**config.mk**
```make
export PLATFORM = sky130hd
export DESIGN_NAME = ad9361x2_tdd_sequencer
export DESIGN_NICKNAME = d
export VERILOG_FILES = /design/src/rtl/ad9361x2_tdd_sequencer.sv
export SDC_FILE = /design/constraint.sdc
export NUM_CORES = 1
export LEC_CHECK = 0
export CORE_MARGIN = 4
export CORE_UTILIZATION = 25
export CTS_CLUSTER_SIZE = 16
export DETAILED_ROUTE_END_ITERATION = 12
export SLEW_MARGIN = 25
export SYNTH_ARGS = -nofsm -noshare
export SYNTH_HDL_FRONTEND = slang
export SYNTH_SLANG_ARGS = --single-unit
```
**constraint.sdc**
```tcl
create_clock -name axi_aclk -period 4 [get_ports axi_aclk]
set_input_delay 0.8 -clock axi_aclk [delete_from_list [all_inputs] [get_ports axi_aclk]]
set_output_delay 0.8 -clock axi_aclk [all_outputs]
set_load 0.03 [all_outputs]
```
**src/rtl/ad9361x2_tdd_sequencer.sv**
```systemverilog
// Frame-based TDD sequencer for a dual-AD9361 datapath: produces the shared ENSM enable/txnrx
// from a frame counter and programmed RX/TX windows, and aligns frame start via tdd_sync.
module ad9361x2_tdd_sequencer #(
  parameter int CNT_WIDTH         = 24,
  parameter int SYNC_PULSE_CYCLES = 4
) (
  input  logic                 axi_aclk,
  input  logic                 axi_aresetn,
  input  logic                 tdd_enable,
  input  logic                 sync_slave,
  input  logic [CNT_WIDTH-1:0] frame_length,
  input  logic [CNT_WIDTH-1:0] rx_on,
  input  logic [CNT_WIDTH-1:0] rx_off,
  input  logic [CNT_WIDTH-1:0] tx_on,
  input  logic [CNT_WIDTH-1:0] tx_off,
  input  logic [7:0]           burst_frames,
  input  logic                 tdd_sync_i,
  output logic                 tdd_sync_o,
  output logic                 tdd_sync_t,
  output logic                 enable,
  output logic                 txnrx,
  output logic [CNT_WIDTH-1:0] frame_count,
  output logic                 frame_done,
  output logic                 busy,
  output logic                 cfg_error,
  output logic [1:0]           dbg_state
);

  typedef enum logic [1:0] {
    S_IDLE  = 2'd0,
    S_ARM   = 2'd1,
    S_RUN   = 2'd2,
    S_DRAIN = 2'd3
  } state_t;

  localparam int                   AW        = $clog2(SYNC_PULSE_CYCLES + 1);
  localparam logic [AW-1:0]        ARM_LAST  = AW'(SYNC_PULSE_CYCLES - 1);
  localparam logic [CNT_WIDTH-1:0] PULSE_LEN = CNT_WIDTH'(SYNC_PULSE_CYCLES);

  state_t               r_state;
  state_t               w_state_next;

  logic                 r_sync_meta;
  logic                 r_sync_s;
  logic                 r_sync_d;
  logic                 r_sync_rise;

  logic [CNT_WIDTH-1:0] r_len;
  logic [CNT_WIDTH-1:0] r_rx_on;
  logic [CNT_WIDTH-1:0] r_rx_off;
  logic [CNT_WIDTH-1:0] r_tx_on;
  logic [CNT_WIDTH-1:0] r_tx_off;
  logic [7:0]           r_burst;
  logic                 r_slave;

  logic [CNT_WIDTH-1:0] r_cnt;
  logic [7:0]           r_frames;
  logic [AW-1:0]        r_arm_cnt;
  logic                 r_first;
  logic                 r_enable;
  logic                 r_txnrx;
  logic                 r_cfg_error;

  logic                 w_cfg_bad;
  logic                 w_capture;
  logic                 w_last;
  logic                 w_burst_done;
  logic                 w_rx_act;
  logic                 w_tx_act;
  logic                 w_master_drive;

  // on<off: plain window; on>off: window wraps through the frame end; on==off: empty.
  function automatic logic win_act(input logic [CNT_WIDTH-1:0] on_cnt,
                                   input logic [CNT_WIDTH-1:0] off_cnt,
                                   input logic [CNT_WIDTH-1:0] cnt);
    logic act;
    act = 1'b0;
    if (on_cnt < off_cnt)      act = (cnt >= on_cnt) && (cnt < off_cnt);
    else if (on_cnt > off_cnt) act = (cnt >= on_cnt) || (cnt < off_cnt);
    return act;
  endfunction

  assign w_cfg_bad = (rx_on > frame_length) || (rx_off > frame_length) ||
                     (tx_on > frame_length) || (tx_off > frame_length);
  assign w_capture    = (r_state == S_IDLE) && tdd_enable && !r_cfg_error && !w_cfg_bad;
  assign w_last       = (r_cnt == r_len);
  assign w_burst_done = (r_burst != 8'd0) && ((r_frames + 8'd1) == r_burst);
  assign w_rx_act     = win_act(r_rx_on, r_rx_off, r_cnt);
  assign w_tx_act     = win_act(r_tx_on, r_tx_off, r_cnt);

  always_comb begin
    w_state_next = r_state;
    case (r_state)
      S_IDLE: begin
        if (w_capture) w_state_next = S_ARM;
      end
      S_ARM: begin
        if (!tdd_enable)                          w_state_next = S_IDLE;
        else if (r_slave && r_sync_rise)          w_state_next = S_RUN;
        else if (!r_slave && r_arm_cnt == ARM_LAST) w_state_next = S_RUN;
      end
      S_RUN: begin
        if (w_last && (w_burst_done || !tdd_enable)) w_state_next = S_DRAIN;
      end
      S_DRAIN: w_state_next = S_IDLE;
      default: w_state_next = S_IDLE;
    endcase
  end

  always_ff @(posedge axi_aclk or negedge axi_aresetn) begin
    if (!axi_aresetn) begin
      r_sync_meta <= 1'b0;
      r_sync_s    <= 1'b0;
      r_sync_d    <= 1'b0;
      r_sync_rise <= 1'b0;
    end else begin
      r_sync_meta <= tdd_sync_i;
      r_sync_s    <= r_sync_meta;
      r_sync_d    <= r_sync_s;
      r_sync_rise <= r_sync_s & ~r_sync_d;
    end
  end

  always_ff @(posedge axi_aclk or negedge axi_aresetn) begin
    if (!axi_aresetn) begin
      r_state     <= S_IDLE;
      r_cfg_error <= 1'b0;
    end else begin
      r_state <= w_state_next;
      if (!tdd_enable)
        r_cfg_error <= 1'b0;
      else if (r_state == S_IDLE && !r_cfg_error && w_cfg_bad)
        r_cfg_error <= 1'b1;
    end
  end

  // Shadow copy taken on arming; the live inputs are ignored until the next arm.
  always_ff @(posedge axi_aclk or negedge axi_aresetn) begin
    if (!axi_aresetn) begin
      r_len    <= '0;
      r_rx_on  <= '0;
      r_rx_off <= '0;
      r_tx_on  <= '0;
      r_tx_off <= '0;
      r_burst  <= '0;
      r_slave  <= 1'b0;
    end else if (w_capture) begin
      r_len    <= frame_length;
      r_rx_on  <= rx_on;
      r_rx_off <= rx_off;
      r_tx_on  <= tx_on;
      r_tx_off <= tx_off;
      r_burst  <= burst_frames;
      r_slave  <= sync_slave;
    end
  end

  always_ff @(posedge axi_aclk or negedge axi_aresetn) begin
    if (!axi_aresetn) begin
      r_cnt     <= '0;
      r_frames  <= '0;
      r_arm_cnt <= '0;
      r_first   <= 1'b0;
    end else begin
      case (r_state)
        S_IDLE: begin
          r_cnt     <= '0;
          r_frames  <= '0;
          r_arm_cnt <= '0;
          r_first   <= 1'b1;
        end
        S_ARM: begin
          r_cnt     <= '0;
          r_arm_cnt <= r_arm_cnt + AW'(1);
        end
        S_RUN: begin
          if (w_last) begin
            r_cnt    <= '0;
            r_frames <= r_frames + 8'd1;
            r_first  <= 1'b0;
          end else begin
            r_cnt <= r_cnt + CNT_WIDTH'(1);
          end
        end
        default: r_cnt <= '0;
      endcase
    end
  end

  // enable is zeroed on the edge into DRAIN so the drain cycle never drives the chips.
  always_ff @(posedge axi_aclk or negedge axi_aresetn) begin
    if (!axi_aresetn) begin
      r_enable <= 1'b0;
      r_txnrx  <= 1'b0;
    end else begin
      r_enable <= (r_state == S_RUN) && (w_state_next == S_RUN) && (w_rx_act || w_tx_act);
      if (r_state == S_RUN) begin
        if (w_tx_act)      r_txnrx <= 1'b1;
        else if (w_rx_act) r_txnrx <= 1'b0;
      end
    end
  end

  // The ARM pulse marks the first frame, so the in-run pulse starts from the second frame.
  assign w_master_drive = !r_slave && ((r_state == S_ARM) || (r_state == S_RUN));
  assign tdd_sync_t     = !w_master_drive;
  assign tdd_sync_o     = !r_slave &&
                          ((r_state == S_ARM) ||
                           ((r_state == S_RUN) && !r_first && (r_cnt < PULSE_LEN)));

  assign enable      = r_enable;
  assign txnrx       = r_txnrx;
  assign frame_count = r_cnt;
  assign frame_done  = (r_state == S_RUN) && w_last;
  assign busy        = (r_state != S_IDLE);
  assign cfg_error   = r_cfg_error;
  assign dbg_state   = r_state;

endmodule

```
==> flow_summary.json <==
{
  "worst_slew_pin_slew_ps": 684.0,
  "hold_viol": 0,
  "crit_fanout": 10,
  "worstSetupPathType": "flop to primary output",
  "ant_nets": 0,
  "slew_viol_final": 0,
  "yosys_register_bits": 174,
  "hold_buffers": 0,
  "synthAdderAreaFrac_pct": 23.90,
  "timing.fmax_mhz": 257.5,
  "dp_cells": 2292,
  "slew-limit-headroom_pct": 54.40,
  "reg2reg_depth": 11,
  "layout.area.seq_um2": 4354,
  "clkTransAtPathRegs_ps": 80,
  "drive_gt1_share_pct": 11.02,
  "syn2layout_area_growth_pct": 28.69,
  "synthSimpleGateAreaFrac_pct": 14.46,
  "initial_core_util_pct": 25.41,
  "power_density_nw_per_um2": 503.9,
  "synth_compound_area_share_pct": 14.97,
  "post_cts_buffers": 0,
  "grt_pass1_wl_mm": 67.76,
  "endpoint_kind": "primary output",
  "clock_latency_ps": 470,
  "fill_cells": 5228,
  "wl_per_cell_um": 19.31,
  "core_um2": 50480,
  "ir_drop_mv": 0.3586,
  "grt_start_max_net_pins": 82,
  "synthArstFlopShare_pct": 100.0,
  "instances_no_fill": 2325,
  "cts_buffers": 17,
  "synth_edf_count": 0,
  "drt-total-wl_mm": 44.90,
  "num_vias": 11590,
  "yosys_most_used_dff": "dfrtp_1",
  "outcome": "finished clean",
  "crit_arrival_ps": 3080,
  "leakage_nw": 7.647,
  "muxShareOfSynthArea_pct": 3.063,
  "finalClockSkew_ps": 13.60,
  "firstDrtPassIters": 7,
  "cts_tree": "built",
  "synth-xor-area-share_pct": 3.482,
  "cts_sinks": 174,
  "rows": 82,
  "ys_seq_area_share_pct": 33.94,
  "rr_endpoint": "enable",
  "final_nets": 2017,
  "root_buffer": "clkbuf_16",
  "avgViaCountPerCell": 4.984,
  "avgSynthCellArea_um2": 9.195,
  "gp_congestion": 0.8981,
  "grt-ovfl-total": 0,
  "drv_cap": 0,
  "multiInputGateArea_um2": 7731,
  "crit_required_ps": 3200,
  "finalCriticalPeriod_ps": 3884,
  "antenna_found_initial": 2,
  "rsz0062_at_grt": "no",
  "portBuffers": 165,
  "finalSetupViolCount": 0,
  "cp-startpoint": "frame_count[3]",
  "htreeDepth": 4,
  "hpwl_mm": 36.74,
  "die-area_um2": 55000,
  "synth_nets": 1773,
  "die_w_um": 234.5,
  "totalNegativeSetupSlack_ps": 0,
  "final_common_cell": "ha_1",
  "ys_types": 65,
  "synth_warnings": 0,
  "final_cell_mix": "ha_1, dfrtp_1, clkdlybuf4s50_1",
  "start_kind": "flop",
  "hp-class": "input pin to async pin",
  "clk_path_buf_depth": 2,
  "syn_area_um2": 12830,
  "netlist_instances": 1395,
  "grt_pass1_vias": 11380,
  "chipHeight_um": 234.5,
  "synth_top_family_by_area": "adder cells",
  "route.detailed.drc": 0,
  "reg2reg_from": "frame_count[1]",
  "drtIter0Drc": 1020,
  "grtUsageTotal_pct": 16.25,
  "reg2reg_slack_ps": 460,
  "finalCritPeriodShare_pct": 97.09,
  "io_pins": 166
}
layout make-up:
type,count,share of cell area (%)
clock inverters,15,0.9929
clock buffers,17,2.577
multi-input cells,1044,46.84
flip-flops and latches,174,26.38
diodes,1,0.01516
repair buffers,262,14.92
inverters,140,3.184
well taps,672,5.094
worst max path at each step:
stage	end	slack [ps]	cells after the start
2_1_floorplan	r_len[0]	770	11
3_5_place_dp	r_tx_on[14]	-270	12
3_3_place_gp	r_tx_on[14]	-300	12
4_1_cts	frame_done	30	6
6_report	frame_done	120	5
5_1_grt	tdd_sync_o	20	8
flip-flops by register name (all words and copies together) (netlist names):
signal       cells
r_rx_on         24
r_sync_rise      1
frame_count     24
dbg_state        2
r_slave          1
r_burst          8
r_sync_s         1
r_first          1
r_sync_meta      1
r_tx_on         24
enable           1
r_tx_off        24
txnrx            1
r_sync_d         1
cfg_error        1
r_rx_off        24
r_len           24
r_frames         8
r_arm_cnt        3
synthesized netlist by cell type, types with 4 or more instances:
library cell	n	share of area, %
ha_1	245	24
dfrtp_1	174	34
nand2_1	161	4.7
inv_1	139	4.1
o21ai_0	120	4.7
a21oi_1	82	3.2
nor2_1	63	1.8
nand4_1	49	2.4
nand3_1	44	1.7
mux2_2	34	3.0
xnor2_1	26	1.8
xor2_1	25	1.7
o21ai_1	22	0.86
nor4_1	19	0.93
a21o_1	17	0.99
buf_6	15	1.3
clkbuf_1	15	0.44
o31ai_1	10	0.59
nor3_1	9	0.35
a211oi_1	8	0.47
a221oi_1	8	0.55
nand2b_1	8	0.39
and3_1	7	0.34
and4_1	7	0.48
o211ai_1	7	0.41
o21a_1	7	0.41
a31oi_1	5	0.24
or3_1	5	0.24
a211o_1	4	0.27
a22oi_1	4	0.23
nor2b_1	4	0.20
metal layers:
layer | up-vias | global-route usage (%) | share of wire (%)
li1 | 5493 | - | -
met1 | 5639 | 23.60 | 48
met4 | 0 | 4.762 | 2.0
met2 | 411 | 24.05 | 42
met3 | 45 | 3.715 | 8.4
met5 | - | 0 | 0
per-stage QoR:
step / utilization (%) / total power, mW / hold WS [ps] / setup slack [ps] / instance area [um^2]
finish: 32.70 / 8.318 / 312.3 / 116.3 / 16510
global route: 32.70 / 9.029 / 360.3 / 20.91 / 16510
CTS: 32.58 / 8.302 / 354.1 / 31.39 / 16450
detailed placement: 31.42 / 6.513 / 348.5 / -273.1 / 15860
global placement: 31.42 / 6.346 / 338.8 / -296.8 / 15860
floorplan: - / 5.208 / 331.2 / 769.2 / 12830
what timing repair did:
action,4_1_cts,5_1_grt
endpoints found under the setup margin,0,130
hold endpoints to repair,0,0
resized for setup,0,10
kinds of logic (layout without fill, tap and decap cells):
kind of cell               Yosys count  in the layout
and+or+nand+nor                    390            390
AOI/OAI and AO/OA                  323            323
adders and majority gates          245            245
buffers and inverters              177            434
DFF                                174            174
xor gates and xnor gates            51             51
muxes                               35             35
other                                0              1
power breakdown:
group | total, mW | internal (mW) | switching [mW] | leakage [nW]
registers | 2.85 | 2.44 | 0.408 | 2.16
clock network | 1.76 | 0.894 | 0.867 | 0.295
logic | 3.71 | 1.60 | 2.11 | 5.20
total | 8.32 | 4.93 | 3.39 | 7.65
critical path: stages (launching register included):
cell and delay [ps]:
dfrtp_1 700, xor2_1 260, nor4_1 420, nand4_1 290, inv_1 250, clkdlybuf4s50_1 710
Power figures use the tool's default switching activity.
